<file path="config.mk">
export PLATFORM = sky130hd
export DESIGN_NAME = register_file_mp
export DESIGN_NICKNAME = d
export VERILOG_FILES = /design/src/rtl/register_file_mp.sv
export SDC_FILE = /design/constraint.sdc
export NUM_CORES = 1
export LEC_CHECK = 0
export CORE_MARGIN = 2
export CORE_UTILIZATION = 55
export CTS_CLUSTER_DIAMETER = 50
export DETAILED_ROUTE_END_ITERATION = 8
export DONT_BUFFER_PORTS = 1
export HOLD_SLACK_MARGIN = 0.15
export MAX_ROUTING_LAYER = met4
export PLACE_DENSITY = 0.82
export SYNTH_ARGS = -nofsm -noshare
export SYNTH_HDL_FRONTEND = slang
export SYNTH_SLANG_ARGS = --single-unit
export TNS_END_PERCENT = 100
</file>
<file path="constraint.sdc">
create_clock -name clk -period 1.84 [get_ports clk]
set_input_delay 0.184 -clock clk [delete_from_list [all_inputs] [get_ports clk]]
set_output_delay 0.184 -clock clk [all_outputs]
set_load 0.05 [all_outputs]
</file>
<file path="src/rtl/register_file_mp.sv">
// Multi-port register file: 2**N x M bits, NR read ports, NW write ports.
// Optional hardwired-zero entry 0, write-to-read bypass and registered read stage.
module register_file_mp #(
    parameter int unsigned N        = 2,
    parameter int unsigned M        = 4,
    parameter int unsigned NR       = 2,
    parameter int unsigned NW       = 2,
    parameter int unsigned ZERO_REG = 1,
    parameter int unsigned BYPASS   = 1,
    parameter int unsigned READ_LAT = 0
) (
    input  logic            clk,
    input  logic            reset,
    input  logic [NW-1:0]   we,
    input  logic [NW*N-1:0] waddr,
    input  logic [NW*M-1:0] wd,
    input  logic [NR*N-1:0] raddr,
    output logic [NR*M-1:0] rd
);

    localparam int unsigned Depth = 2 ** N;

    logic [M-1:0]     mem_q   [Depth];
    logic [M-1:0]     mem_d   [Depth];
    logic [Depth-1:0] wr_hit;
    logic [M-1:0]     wr_data [Depth];
    logic [N-1:0]     rd_addr [NR];
    logic [NR*M-1:0]  rd_val;

    // Per-entry write resolution; ascending scan lets the highest enabled port win.
    always_comb begin
        for (int e = 0; e < Depth; e++) begin
            wr_hit[e]  = 1'b0;
            wr_data[e] = '0;
            for (int w = 0; w < NW; w++) begin
                if (we[w] && (waddr[w*N +: N] == N'(e))) begin
                    wr_hit[e]  = 1'b1;
                    wr_data[e] = wd[w*M +: M];
                end
            end
        end
        if (ZERO_REG != 0) begin
            wr_hit[0]  = 1'b0;
            wr_data[0] = '0;
        end
    end

    always_comb begin
        for (int e = 0; e < Depth; e++) begin
            mem_d[e] = wr_hit[e] ? wr_data[e] : mem_q[e];
        end
    end

    always_ff @(posedge clk) begin
        if (reset) begin
            for (int e = 0; e < Depth; e++) begin
                mem_q[e] <= '0;
            end
        end else begin
            mem_q <= mem_d;
        end
    end

    // Read value as seen at the coming edge: write-first when bypassing, else array contents.
    always_comb begin
        rd_val = '0;
        for (int r = 0; r < NR; r++) begin
            rd_addr[r] = raddr[r*N +: N];
            rd_val[r*M +: M] = mem_q[rd_addr[r]];
            if ((BYPASS != 0) && wr_hit[rd_addr[r]]) begin
                rd_val[r*M +: M] = wr_data[rd_addr[r]];
            end
            if ((ZERO_REG != 0) && (rd_addr[r] == '0)) begin
                rd_val[r*M +: M] = '0;
            end
        end
    end

    if (READ_LAT != 0) begin : g_rd_reg
        logic [NR*M-1:0] rd_q;
        logic [NR*M-1:0] rd_d;

        always_comb begin
            rd_d = rd_val;
        end

        always_ff @(posedge clk) begin
            if (reset) begin
                rd_q <= '0;
            end else begin
                rd_q <= rd_d;
            end
        end

        assign rd = rd_q;
    end else begin : g_rd_comb
        assign rd = rd_val;
    end

endmodule
</file>
# After elaboration in Yosys (flattened, before gate mapping)
# Cells that the tools add are included.
totals:
  ff_bits: 12
  latch_bits: 0
  mem_count: 0
  inputBits: 20
  out_inout_bits: 8
  romBits: 0
  ramBits: 0
op_classes:
  eq_ne: 6
  n_reduce_logical: 8
  shifts: 0
  bitwise_logic: 2
  n_lt_le_gt_ge: 4
  n_div: 0
  mul: 0
  n_addsub: 0
  n_mux: 32
ops:
  columns: ["cell", "count"]
  rows:
  - ["$mux W4", 18]
  - ["$bmux W4 S2", 4]
  - ["$eq A2 B2 Y1 const B", 4]
  - ["$mux W1", 8]
  - ["$ge A3 B3 Y1 const B", 2]
  - ["$logic_and A1 B1 Y1", 6]
  - ["$lt A2 B3 Y1 const B", 2]
  - ["$not A2 Y3", 2]
  - ["$bmux W1 S2", 2]
  - ["$eq A2 B1 Y1 const B", 2]
  - ["$logic_not A2 Y1", 2]

# Logic depth before layout (Yosys ltp)
# Gate-level depths: netlist of run 1.
depth:
  ltp_word: 9
  ltp_mapped: 6
  ltp_nobuf: 4

# Worst setup path after synthesis of run 1
# No wires, ideal clock.
synth_path:
  kind: "input to output"
  from: "in we[0]"
  to: "out rd[1]"
  stages: 6
  path_buffers: 2
  t_arrival_ps: 1966
  required_ps: 1656
  setup_slack_ps: -310
  cell_sequence: "buf_6 > and3b_1 > buf_6 > a311o_1 > a31o_1 > a22oi_1"
synth_between:
  elab_chain_len: 8
  elab_cells_between_ends: 22
synth_lines:
  columns: ["item", "line", "rtl"]
  rows:
  - ["start: declaration", "14", "input logic [NW-1:0] we,"]
  - ["$logic_and A1 B1 Y1", "36", "if (we[w] && (waddr[w*N +: N] == N'(e))) begin"]
  - ["$mux W4 (2 in a row)", "36", null]
  - ["$bmux W4 S2", "71", "rd_val[r*M +: M] = wr_data[rd_addr[r]];"]
  - ["$mux W4 (implied by the code) (2 in a row)", "71", null]
  - ["$mux W4 *", "70", "if ((BYPASS != 0) && wr_hit[rd_addr[r]]) begin"]
  - ["$mux W4 *", "73", "if ((ZERO_REG != 0) && (rd_addr[r] == '0)) begin"]
  - ["end: declaration", "18", "output logic [NR*M-1:0] rd"]
# Every way passes the cells marked *; elsewhere a longest branch is shown, timed or not. The select of a mux whose other input is x is not followed.

# Final worst setup path of run 1
layout_path:
  from: "in waddr[2]"
  to: "out rd[6]"
layout_between:
  elab_chain_len: 8
  elab_cells_between_ends: 19
layout_lines:
  columns: ["item", "line", "rtl"]
  rows:
  - ["start: declaration", "15", "input logic [NW*N-1:0] waddr,"]
  - ["$eq A2 B2 Y1 or $eq A2 B1 Y1 (tied branches)", "36", null]
  - ["$logic_and A1 B1 Y1", "36", null]
  - ["$mux W4", "36", null]
  - ["$bmux W4 S2", "71", null]
  - ["$mux W4 (implied by the code) (2 in a row)", "71", null]
  - ["$mux W4 *", "70", null]
  - ["$mux W4 *", "73", null]
# Marks and branches as above.

==> results of run 1 <==
## cell usage in the layout, fill, tap and decap left out, types with 3 or more instances in the layout
| cell type | n |
|---|---|
| sky130_fd_sc_hd__dlygate4sd3_1 | 10 |
| sky130_fd_sc_hd__clkbuf_4 | 3 |
| sky130_fd_sc_hd__a311oi_1 | 7 |
| sky130_fd_sc_hd__o21ai_0 | 3 |
| sky130_fd_sc_hd__mux2_2 | 12 |
| sky130_fd_sc_hd__buf_4 | 14 |
| sky130_fd_sc_hd__nand4_1 | 3 |
| sky130_fd_sc_hd__inv_1 | 4 |
| sky130_fd_sc_hd__a22o_1 | 4 |
| sky130_fd_sc_hd__nand3_1 | 8 |
| sky130_fd_sc_hd__nand4b_1 | 3 |
| sky130_fd_sc_hd__buf_12 | 7 |
| sky130_fd_sc_hd__a21oi_1 | 9 |
| sky130_fd_sc_hd__a22oi_1 | 6 |
| sky130_fd_sc_hd__a31oi_2 | 3 |
| sky130_fd_sc_hd__nand3b_1 | 4 |
| sky130_fd_sc_hd__dfxtp_1 | 12 |
| sky130_fd_sc_hd__nor2_1 | 9 |
| sky130_fd_sc_hd__nand2_1 | 16 |
| sky130_fd_sc_hd__nor2b_1 | 3 |
## layer usage
layer / global-route usage / part of all wire / vias up
met5: - / 0 / -
met4: 0.127 / 0.029 / 0
met3: 0.0546 / 0.11 / 22
met2: 0.553 / 0.46 / 127
met1: 0.424 / 0.40 / 698
li1: - / - / 690
## path summary, 6_finish.rpt
kind	from	to	cells past startpoint
setup / recovery	waddr[2]	rd[6]	5
hold / removal	wd[5]	mem_q[5]	2
setup reg to reg	mem_q[10]	mem_q[10]	3
hold reg to reg	mem_q[3]	mem_q[3]	2
## cells in the mapped netlist, drive strengths merged (3+ instances only)
| cell | n | share of area |
|---|---|---|
| a22oi | 7 | 0.042 |
| clkbuf | 5 | 0.017 |
| a311oi | 8 | 0.055 |
| o21ai | 3 | 0.012 |
| nand4 | 3 | 0.015 |
| a31o | 3 | 0.021 |
| nand2 | 16 | 0.048 |
| a31oi | 4 | 0.020 |
| dfxtp | 12 | 0.19 |
| nand4b | 3 | 0.021 |
| nand3b | 5 | 0.033 |
| buf | 6 | 0.040 |
| a22o | 4 | 0.028 |
| inv | 4 | 0.012 |
| nor2b | 3 | 0.015 |
| a21boi | 4 | 0.027 |
| nor2 | 9 | 0.027 |
| a21oi | 9 | 0.036 |
| mux2 | 13 | 0.12 |
| nand3 | 8 | 0.032 |
## power by group through the flow
stage / clock network [mW] / logic [mW] / registers (mW)
6_report: 0.167 / 0.388 / 0.291
5_1_grt: 0.185 / 0.406 / 0.293
4_1_cts: 0.168 / 0.377 / 0.291
3_5_place_dp: 0 / 0.356 / 0.297
3_3_place_gp: 0 / 0.353 / 0.296
2_1_floorplan: 0 / 0.254 / 0.291
## final cells by class
type | instances | area, sq um
Timing Repair Buffer | 31 | 345
Tap cell | 28 | 35.0
Multi-Input combinational cell | 131 | 980
Inverter | 4 | 15.0
Clock buffer | 3 | 22.5
Sequential cell | 12 | 240
Fill cell | 176 | 553
## metrics by stage
step / TNS [ps] / hold slack, ps / utilization
after global placement: 0 / 257 / 0.686
after CTS: 0 / 152 / 0.742
final: 0 / 145 / 0.748
after detailed placement: 0 / 258 / 0.686
after floorplan: -515 / 256 / -
after global routing: 0 / 164 / 0.748
## what timing repair did
item | CTS | global route
hold endpoints to repair | 12 | 0
hold buffers | 10 | 0
endpoints found under the setup margin | 0 | 2
resized for setup | 0 | 2
## kinds of logic (layout without fill, tap and decap cells)
logic type             after synthesis  after routing  share of synthesized area
AOI/OAI and AO/OA                   58             58                      0.352
buffers and inverters               15             38                     0.0683
DFF                                 12             12                      0.190
muxes                               15             15                      0.135
and+or+nand+nor                     58             58                      0.254
## critical path: cells and delay by family
kind / cells / cell delay, ps
compound gates: 2 / 470
buf+inv: 1 / 170
simple gates: 2 / 760
==> results list, run 1 <==
- Power per cell area: 516 nW/um^2
- Number of rows in the core area: 17
- The share of the Yosys chip area taken by registers is 0.190.
* P_int: 537 uW
- Total global-route track usage: 0.341
- Mapped Avg Cell Area: 8.00 sq um
- For the worst setup path, the data arrival time is 1590 ps.
- Setup-violating endpoint count in the final report: 0
- Setup WS pre-CTS: 124 ps
* Clock tree from TritonCTS: yes
- The largest registers in the layout are mem_q x12.
- Htree depth: 1
- The detailed router placed 1,537 vias in this run.
- After synthesis the cells add up to 1260 sq um.
- Crit share post-route: 0.966
- The min-delay analysis places its worst path in the category input pin to flip-flop.
* Gate Count Post-Synth: 158
- Post-DR vias/cell: 7.35
- The number of endpoints with negative hold slack in the final report came to 0.
- Synthesis produced a netlist with a net count of 178.
* Final cell count without fillers: 209
- Pins Over Slew Limit: 0
- Post-CTS timing repair inserted 0 buffers for setup.
- After floorplanning, the core was sized to cover 2190 sq um.
- For the worst setup path, the data required time is 1660 ps.
- Via count of the first global-routing pass: 1,430
* HPWL after detailed placement: 3080 um
* Leakage component of the power: 0.631 nW
- Antenna diode count: 0
- Reg-to-reg setup timing slack: 480 ps
- The worst setup path is launched from an input pin.
- Worst voltage drop across the vdd grid: 0.310 mV
* Worst stage delay on the critical path: 470 ps
- Crit Path Category: input pin to output port
* Setup repair after global routing missed its margin: no
* Count of state elements after synthesis: 12
- The most used flip-flop cell after synthesis is sky130_fd_sc_hd__dfxtp_1.
* Width of the die: 51.9 um
- Compared with the post-synthesis result, the final layout area differs by 29.6%.
- Cts bufs inserted: 3
- Switching power share of the total: 0.365
- Maximum operating frequency: 0.563 GHz
* Clk buf depth: 2
- The register with the most flip-flops in the layout has 12 of them.
- Number of I/O port buffers: 0
* Global route total overflow: 0
* Post-route minimum period: 1780 ps
* Routability Congestion: 0.943
- Outcome: complete, no violations
* Worst-path fanout max: 9
- Of the total power, registers draw 0.344.
- Maximum number of pins on one net before global-route repair: 14
* Number of primary I/O pins: 28
- CP Capture Type: output port
- Clock tree root driver cell: sky130_fd_sc_hd__clkbuf_4
- Once routing completed, OpenROAD measured the worst setup slack at 62.4 ps.
- For this block, the initial DRC count from the detailed router was 73.
- Switching power: 309 uW
- The first global-routing pass estimated 6560 um of wire.
* Number of optimization iterations in the first detailed-route pass: 4
- Worst rel slew slack: 0.611
* Series of cell instances along the critical path: nand3_1, a21boi_0, or3_1, o221ai_2, buf_12
- Placed Instance Area: 1500 sq um
* Post-detailed-route count of antenna-violating nets: 0
* Worst setup skew after layout: 0 ps
* Reg clk slew, reported paths: 70 ps
- For this configuration, the core starts out at a cell density of 0.577.
- Number of antenna violations at the first check in global routing: 0
- Register name with the most flops: mem_q
- Number of warning messages in the yosys log: 0
- Design Area, Final: 1640 sq um
* Async set-reset flop share out of synthesis: 0
- Max cap viols: 0
* Total Nets Final: 203
- Dividing the detail-routed wire length by the instance count gives 20.4 um.
- In the routed design, unresolved DRC markers number 0.
- Counting flops with a built-in enable in the synthesized netlist gives 0.
- The die is 51.9 um tall.
- Die area: 2700 sq um
- Summing internal, switching and leakage power gives 846 uW.
* Sink count of the clock tree: 12
- At the pin with the least slew margin, the transition time is 576 ps.
- The netlist uses 48 different library cells.
- Of the total power, combinational logic draws 0.459.
- The later pin in the worst-skew pair is clocked with a latency of 280 ps.
- Ratio of cells with drive above 1 in the final layout: 0.271
- Of the total power, the clock network draws 0.197.
- Post-detailed-routing wire length: 4270 um
* Master of the slowest instance on the critical path: sky130_fd_sc_hd__or3_1
- Cell total after placement: 196
Power figures use the tool's default switching activity.
==> inputs of run 2 (changes only) <==
--- a/config.mk
+++ b/config.mk
@@ -5,6 +5,7 @@
 export SDC_FILE = /design/constraint.sdc
 export NUM_CORES = 1
 export LEC_CHECK = 0
+export ABC_AREA = 1
 export CORE_MARGIN = 2
 export CORE_UTILIZATION = 55
 export CTS_CLUSTER_DIAMETER = 50
==> run 2 against run 1 <==
- core utilization shrank 14 points
- clock power shrank 4%
- setup slack gained 110 ps
- largest cell class unchanged
- synthesized cell count grew 42%
- routed wire length shrank 18%
- total power shrank 10%
==> results list, run 2 <==
- The count of instances resized after the clock tree is built came to 0 (unchanged).
* Mapped Avg Cell Area: 5.55 sq um (-31%)
- Post-synth top cells: sky130_fd_sc_hd__nand2_1, sky130_fd_sc_hd__inv_1, sky130_fd_sc_hd__nand3_1
- The post-detailed-route via-to-cell ratio is 5.58 (-24%).
- The total track usage was 0.313 (-0.0272).
* Starting Density: 0.573 (-0.00415)
- Clk buf depth: 2 (unchanged)
- The register bit count reported by yosys came to 12 (unchanged).
* Post-route minimum period: 1660 ps (-113 ps)
- The total design power was 759 uW (-10%).
- The average wire per standard cell came to 13.7 um (-33%).
* Worst setup skew after layout: 0 ps (unchanged)
- The design internal power is 446 uW (-17%).
- Syn Std Cell Area: 1240 sq um (-1.7%)
- The count of maximum capacitance violations is 0 (unchanged).
- The number of antenna violations at the first check in global routing is 0 (unchanged).
- The internal reg-to-reg setup slack came to 1100 ps (+620 ps).
* Hold bufs inserted after CTS: 1 (-9)
- Worst-path fanout max: 3 (-6)
* Most area-hungry cell type in the Yosys netlist: sky130_fd_sc_hd__dfxtp_1
- Routability Congestion: 0.939 (-0.42%)
- The net total in the final layout came to 250 (+23%).
- The antenna diode count is 0 (unchanged).
- Final core utilization: 0.610 (-0.137)
* HPWL after detailed placement: 2790 um (-9.4%)
- Worst min-delay path class: input pin to flip-flop
- Combinational share of power: 0.413 (-0.046)
- The post-detailed-route count of antenna-violating nets was 0 (unchanged).
- The clock sink count is 12 (unchanged).
- The number of H-tree levels was 1 (unchanged).
* Master of the slowest instance on the critical path: sky130_fd_sc_hd__nand3_1
- Required time at the endpoint of the critical path: 1660 ps (about the same)
* Slew at the pin with the worst max-slew slack: 543 ps (-33.0 ps)
- TritonCTS built the clock tree.
- The remaining max-slew budget at the tightest pin was 0.637 (+0.0262).
- Commonest cells after routing, fill and taps aside: sky130_fd_sc_hd__nand2_1, sky130_fd_sc_hd__inv_1, sky130_fd_sc_hd__nand3_1, sky130_fd_sc_hd__nor2_1, sky130_fd_sc_hd__a21oi_1
* Count of flip-flops with a built-in enable after synthesis: 0 (unchanged)
- Setup WS pre-CTS: 366 ps (+242 ps)
* Ratio of cells with drive above 1 in the final layout: 0.118 (-0.152)
- First-pass GRT wire length: 6130 um (-6.6%)
* Die extent in y: 51.5 um (-0.78%)
* Main flop type after synthesis: sky130_fd_sc_hd__dfxtp_1
- Design Area, Final: 1320 sq um (-19%)
* Most common cell in the netlist: sky130_fd_sc_hd__nand2_1
- The I/O pin count is 28 (unchanged).
- The sequential area share after synthesis was 0.193 (+0.00325).
- Post-detailed-routing wire length: 3510 um (-18%)
- Crit Path Category: flip-flop to output port
- The number of warnings issued by yosys was 0 (unchanged).
* Series of cell instances along the critical path: inv_1, a21oi_1, o21ai_0, o21ai_0, nand3_1, nand3_1
* Synth top area cells: sky130_fd_sc_hd__dfxtp_1, sky130_fd_sc_hd__nand2_1, sky130_fd_sc_hd__nand3_1
* Cts bufs inserted: 3 (unchanged)
* Power per cell area: 573 nW/um^2 (+11%)
- Count of fill cells added during filler insertion: 234 (+33%)
- Reg clk slew, reported paths: 70 ps (about the same)
* Arrival time worst endpoint: 1480 ps (-110 ps)
- Maximum number of pins on one net before global-route repair: 14 (unchanged)
- Outcome: complete, no violations
- The number of endpoints failing setup at the final stage was 0 (unchanged).
* Async set-reset flop share out of synthesis: 0 (unchanged)
* Global route total overflow: 0 (unchanged)
- Crit share post-route: 0.905 (-0.0615)
* Die area: 2660 sq um (-1.6%)
* Switching power: 313 uW (+1.3%)
* Top-area cell type share of the netlist area: 0.193 (+0.00325)
- Cell total after placement: 252 (+29%)
* Regs by FF count: mem_q x12
- Worst stage delay on the critical path: 440 ps (-30 ps)
* Synthesized netlist net count: 244 (+37%)
- The final-layout setup total negative slack came to 0 ps (unchanged).
- The switching power share of the total was 0.413 (+0.0473).
- Setup repair after global routing missed its margin: no
- The post-CTS setup repair buffer count is 0 (unchanged).
- Remaining DRCs: 0 (unchanged)
- The smallest setup slack after layout was 176 ps (+113 ps).
- The clock network fraction of design power is 0.212 (+0.015).
- Register name with the most flops: mem_q
* Number of distinct standard cells referenced by the synthesized netlist: 27 (-44%)
- Hold Worst Slack: 190 ps (+45.4 ps)
- The peak clock frequency supported by timing came to 0.601 GHz (+6.8%).
- Final cell count without fillers: 256 (+22%)
- The highest ir drop seen on vdd came to 0.396 mV (+28%).
- The number of design-rule violations left by the first detailed-router iteration came to 54 (-26%).
* Max FFs per register: 12 (unchanged)
* Most common cell after layout, fill and taps aside: sky130_fd_sc_hd__nand2_1
* Final Hold Vio Count: 0 (unchanged)
- Sequential power share: 0.375 (+0.031)
- Layout-stage area growth over the synthesis result: 6.55%
- Gate Count Post-Synth: 224 (+42%)
* CP Capture Type: output port
- Pins Over Slew Limit: 0 (unchanged)
- Width of the die: 51.5 um (-0.78%)
- Number of I/O port buffers: 0 (unchanged)
- CP startpoint kind: flip-flop
- Number of rows in the core area: 17 (unchanged)
- The number of global-route vias before repair was 1,370 (-4.2%).
* Via count: 1,428 (-7.1%)
* Leakage component of the power: 0.614 nW (-2.8%)
* Area of the core region: 2170 sq um (-0.97%)
- Clock tree root driver cell: sky130_fd_sc_hd__clkbuf_4
* Worst-Skew Late Latency: 270 ps (about the same)
* Placed Instance Area: 1290 sq um (-14%)
* Number of optimization iterations in the first detailed-route pass: 5 (+1)
## run 2: logic make-up (layout without fill, tap and decap cells)
group	count (synthesis)	in the layout	synth area share
buffers and inverters	38	42	0.126
DFF	12	12	0.193
and+or+nand+nor	129	129	0.481
AOI/OAI and AO/OA	45	45	0.199
## run 2: worst max-delay path, delay by kind of cell (launching register included)
family	cells	cell delay (ps)
AND/OR/NAND/NOR	2	550
buffers and inverters	1	60
flip-flops	1	310
AO/OA/AOI/OAI	3	300
## run 2: final cells by class
class / count / area, sq um / share of cell area
timing repair buffer: 8 / 62.6 / 0.0473
tap: 28 / 35.0 / 0.0265
sequential: 12 / 240 / 0.181
multi-input combinational: 174 / 846 / 0.639
clock buffer: 3 / 22.5 / 0.0170
inverter: 31 / 118 / 0.0888
## run 2: power groups by stage
stage                     clock, mW  combinational, mW  sequential, mW
after floorplan                   0              0.256           0.288
after global placement            0              0.304           0.290
after detailed placement          0              0.304           0.290
after CTS                     0.164              0.310           0.285
after global routing          0.183              0.342           0.286
final                         0.161              0.314           0.285
## run 2: routing by layer
layer / wire (um) / track usage
met4: 31 / 0.0789
met1: 1490 / 0.409
met2: 1700 / 0.498
met3: 286 / 0.0661
met5: 0 / -
## run 2: path summary, 6_finish.rpt
path,from,to,cells after the start
worst max-delay path,mem_q[2],rd[6],6
worst min-delay path,wd[1],mem_q[9],2
worst max register to register,mem_q[2],mem_q[2],4
worst min register to register,mem_q[11],mem_q[11],2
==> inputs of run 3 (changes only) <==
--- a/config.mk
+++ b/config.mk
@@ -6,7 +6,7 @@
 export NUM_CORES = 1
 export LEC_CHECK = 0
 export ABC_AREA = 1
-export CORE_MARGIN = 2
+export CORE_MARGIN = 1.5
 export CORE_UTILIZATION = 55
 export CTS_CLUSTER_DIAMETER = 50
 export DETAILED_ROUTE_END_ITERATION = 8
==> run 3 against run 2 <==
- via count increased by 1.3%
- first-iteration DRC count increased by 3.7%
- register-to-register slack about the same
- combinational power about the same
- final area unchanged
- worst hold slack got worse by 13 ps
- sequential share of layout area unchanged
- largest power group unchanged
==> results list, run 3 (synthesis gave the netlist of run 2 again) <==
- The multi-input logic area is 846 sq um (unchanged).
- Area of the core region: 2170 sq um (unchanged)
* Clock tree root driver cell: sky130_fd_sc_hd__clkbuf_4
- Reg clk slew, reported paths: 70 ps (about the same)
* Routed wire per std cell: 13.4 um (-2.3%)
- The peak clock frequency supported by timing came to 0.600 GHz (-0.12%).
- The clock latency on the worst-skew pair is 270 ps (about the same).
* Commonest cells after routing, fill and taps aside: sky130_fd_sc_hd__nand2_1, sky130_fd_sc_hd__inv_1, sky130_fd_sc_hd__nand3_1, sky130_fd_sc_hd__nor2_1, sky130_fd_sc_hd__a21oi_1
* Combined flip-flop and latch cell area: 240 sq um (unchanged)
- Cts bufs inserted: 3 (unchanged)
* HPWL after detailed placement: 2730 um (-2.4%)
- Max FFs per register: 12 (unchanged)
- Detailed Route Iter0 Violations: 56 (+3.7%)
* Number of primary I/O pins: 28 (unchanged)
- The number of placement rows is 17 (unchanged).
- Power per cell area: 572 nW/um^2 (-0.13%)
- Via count: 1,446 (+1.3%)
- Clock tree from TritonCTS: yes
- The sequential cell fraction of total power is 0.376 (about the same).
* Number of optimization iterations in the first detailed-route pass: 5 (unchanged)
- The die area was 2550 sq um (-3.8%).
- Arrival time worst endpoint: 1480 ps (about the same)
* Total design power: 758 uW (-0.13%)
- The switching power share of the total came to 0.412 (-0.000935).
- The remaining max-slew budget at the tightest pin came to 0.647 (+0.00929).
- The post-detailed-route count of antenna-violating nets is 0 (unchanged).
* CP startpoint kind: flip-flop
- Worst min-delay path class: input pin to flip-flop
- Global route total overflow: 0 (unchanged)
- Final Hold Vio Count: 0 (unchanged)
- The final estimated routing congestion in global placement is 0.993 (+5.7%).
- Maximum number of pins on one net before global-route repair: 14 (unchanged)
* Post-DR vias/cell: 5.65 (+1.3%)
- Setup repair bufs after CTS: 0 (unchanged)
* Register name with the most flops: mem_q
- The maximum clock path buffer count was 2 (unchanged).
- The worst setup path is of the flip-flop to output port kind.
- Layout-stage area growth over the synthesis result: 6.55% (unchanged)
* Setup-violating endpoint count in the final report: 0 (unchanged)
* Antenna diode count: 0 (unchanged)
- The post-route clock period utilization came to 0.906 (+0.00111).
- The internal reg-to-reg setup slack was 1100 ps (about the same).
* Post-route minimum period: 1670 ps (+2.04 ps)
- The fraction of final layout cells with drive strength greater than 1 came to 0.118 (unchanged).
- The total track usage came to 0.303 (-0.0102).
- Sink count of the clock tree: 12 (unchanged)
* Sum of negative setup slack: 0 ps (unchanged)
- Required time at the endpoint of the critical path: 1660 ps (about the same)
- Setup repair after global routing missed its margin: no
- The design internal power is 446 uW (about the same).
- The number of inserted filler cells in the final layout came to 242 (+3.4%).
* Via count of the first global-routing pass: 1,284 (-6.3%)
- The net total in the final layout is 250 (unchanged).
- The number of remaining DRC errors is 0 (unchanged).
- Width of the die: 50.5 um (-1.9%)
- Outcome: complete, no violations
- Starting Density: 0.573 (unchanged)
* Worst voltage drop across the vdd grid: 0.460 mV (+16%)
- The combinational share of power was 0.410 (-0.003).
* Worst-path fanout max: 3 (unchanged)
- The number of H-tree levels was 1 (unchanged).
- The worst setup skew after layout came to 0 ps (unchanged).
* Die extent in y: 50.5 um (-1.9%)
- The clock network fraction of design power was 0.214 (+0.002).
- The number of antenna violations at the first check in global routing is 0 (unchanged).
- Number of I/O port buffers: 0 (unchanged)
- The count of pins over their slew limit is 0 (unchanged).
- CP Capture Type: output port
- The wire length of the first global-routing pass was 5670 um (-7.4%).
- Post-detailed-routing wire length: 3430 um (-2.3%)
* Regs by FF count: mem_q x12
- The count of maximum capacitance violations was 0 (unchanged).
- The library cell used most frequently in the layout, excluding fill and tap cells, is sky130_fd_sc_hd__nand2_1.
- Slew at the pin with the worst max-slew slack: 529 ps (-13.9 ps)
- The power dissipated by switching net loads was 312 uW (-0.36%).
- The static leakage power was 0.614 nW (unchanged).
## run 3: cell counts in the layout (fill, tap and decap cells not counted)
Identical to the previous run, type by type.
## run 3: layout make-up
class | instances | share of cell area
flip-flops and latches | 12 | 0.181
multi-input cells | 174 | 0.639
inverters | 31 | 0.0888
well taps | 28 | 0.0265
repair buffers | 8 | 0.0473
clock buffers | 3 | 0.0170
## run 3: layer usage
layer / wire, um / track usage / vias to the layer above
met5: 0 / - / -
met4: 86 / 0.0991 / 0
met3: 244 / 0.0506 / 13
met2: 1620 / 0.485 / 65
met1: 1480 / 0.390 / 625
li1: - / - / 743
## run 3: worst max-delay path: stages (launching register included)
cell,delay (ps)
sky130_fd_sc_hd__dfxtp_1,310
sky130_fd_sc_hd__inv_1,60
sky130_fd_sc_hd__a21oi_1,130
sky130_fd_sc_hd__o21ai_0,90
sky130_fd_sc_hd__o21ai_0,80
sky130_fd_sc_hd__nand3_1,110
sky130_fd_sc_hd__nand3_1,420
## run 3: final timing paths
| kind | from | endpoint | cells past startpoint |
|---|---|---|---|
| worst max-delay path | mem_q[2] | rd[6] | 6 |
| worst min-delay path | wd[1] | mem_q[9] | 2 |
| worst max register to register | mem_q[2] | mem_q[2] | 4 |
| worst min register to register | mem_q[7] | mem_q[7] | 2 |
## run 3: power groups by stage
| stage | Combinational (mW) | Clock (mW) | Sequential (mW) |
|---|---|---|---|
| after floorplan | 0.256 | 0 | 0.288 |
| after global placement | 0.301 | 0 | 0.290 |
| after detailed placement | 0.303 | 0 | 0.291 |
| after CTS | 0.309 | 0.162 | 0.285 |
| after global routing | 0.337 | 0.177 | 0.286 |
| final | 0.311 | 0.162 | 0.285 |
## run 3: through the flow
step | util | setup slack, ps | hold WS (ps) | std cells | area (sq um)
3_5_place_dp | 0.595 | 373 | 257 | 252 | 1290
6_report | 0.610 | 173 | 177 | 256 | 1320
3_3_place_gp | 0.595 | 392 | 255 | 252 | 1290
4_1_cts | 0.610 | 207 | 187 | 256 | 1320
2_1_floorplan | - | 78.8 | 333 | 224 | 1240
5_1_grt | 0.610 | 96.2 | 206 | 256 | 1320
## run 3: timing repair
action	4_1_cts	5_1_grt
hold endpoints to repair	12	0
hold buffers	1	0
gates resized for setup	0	0
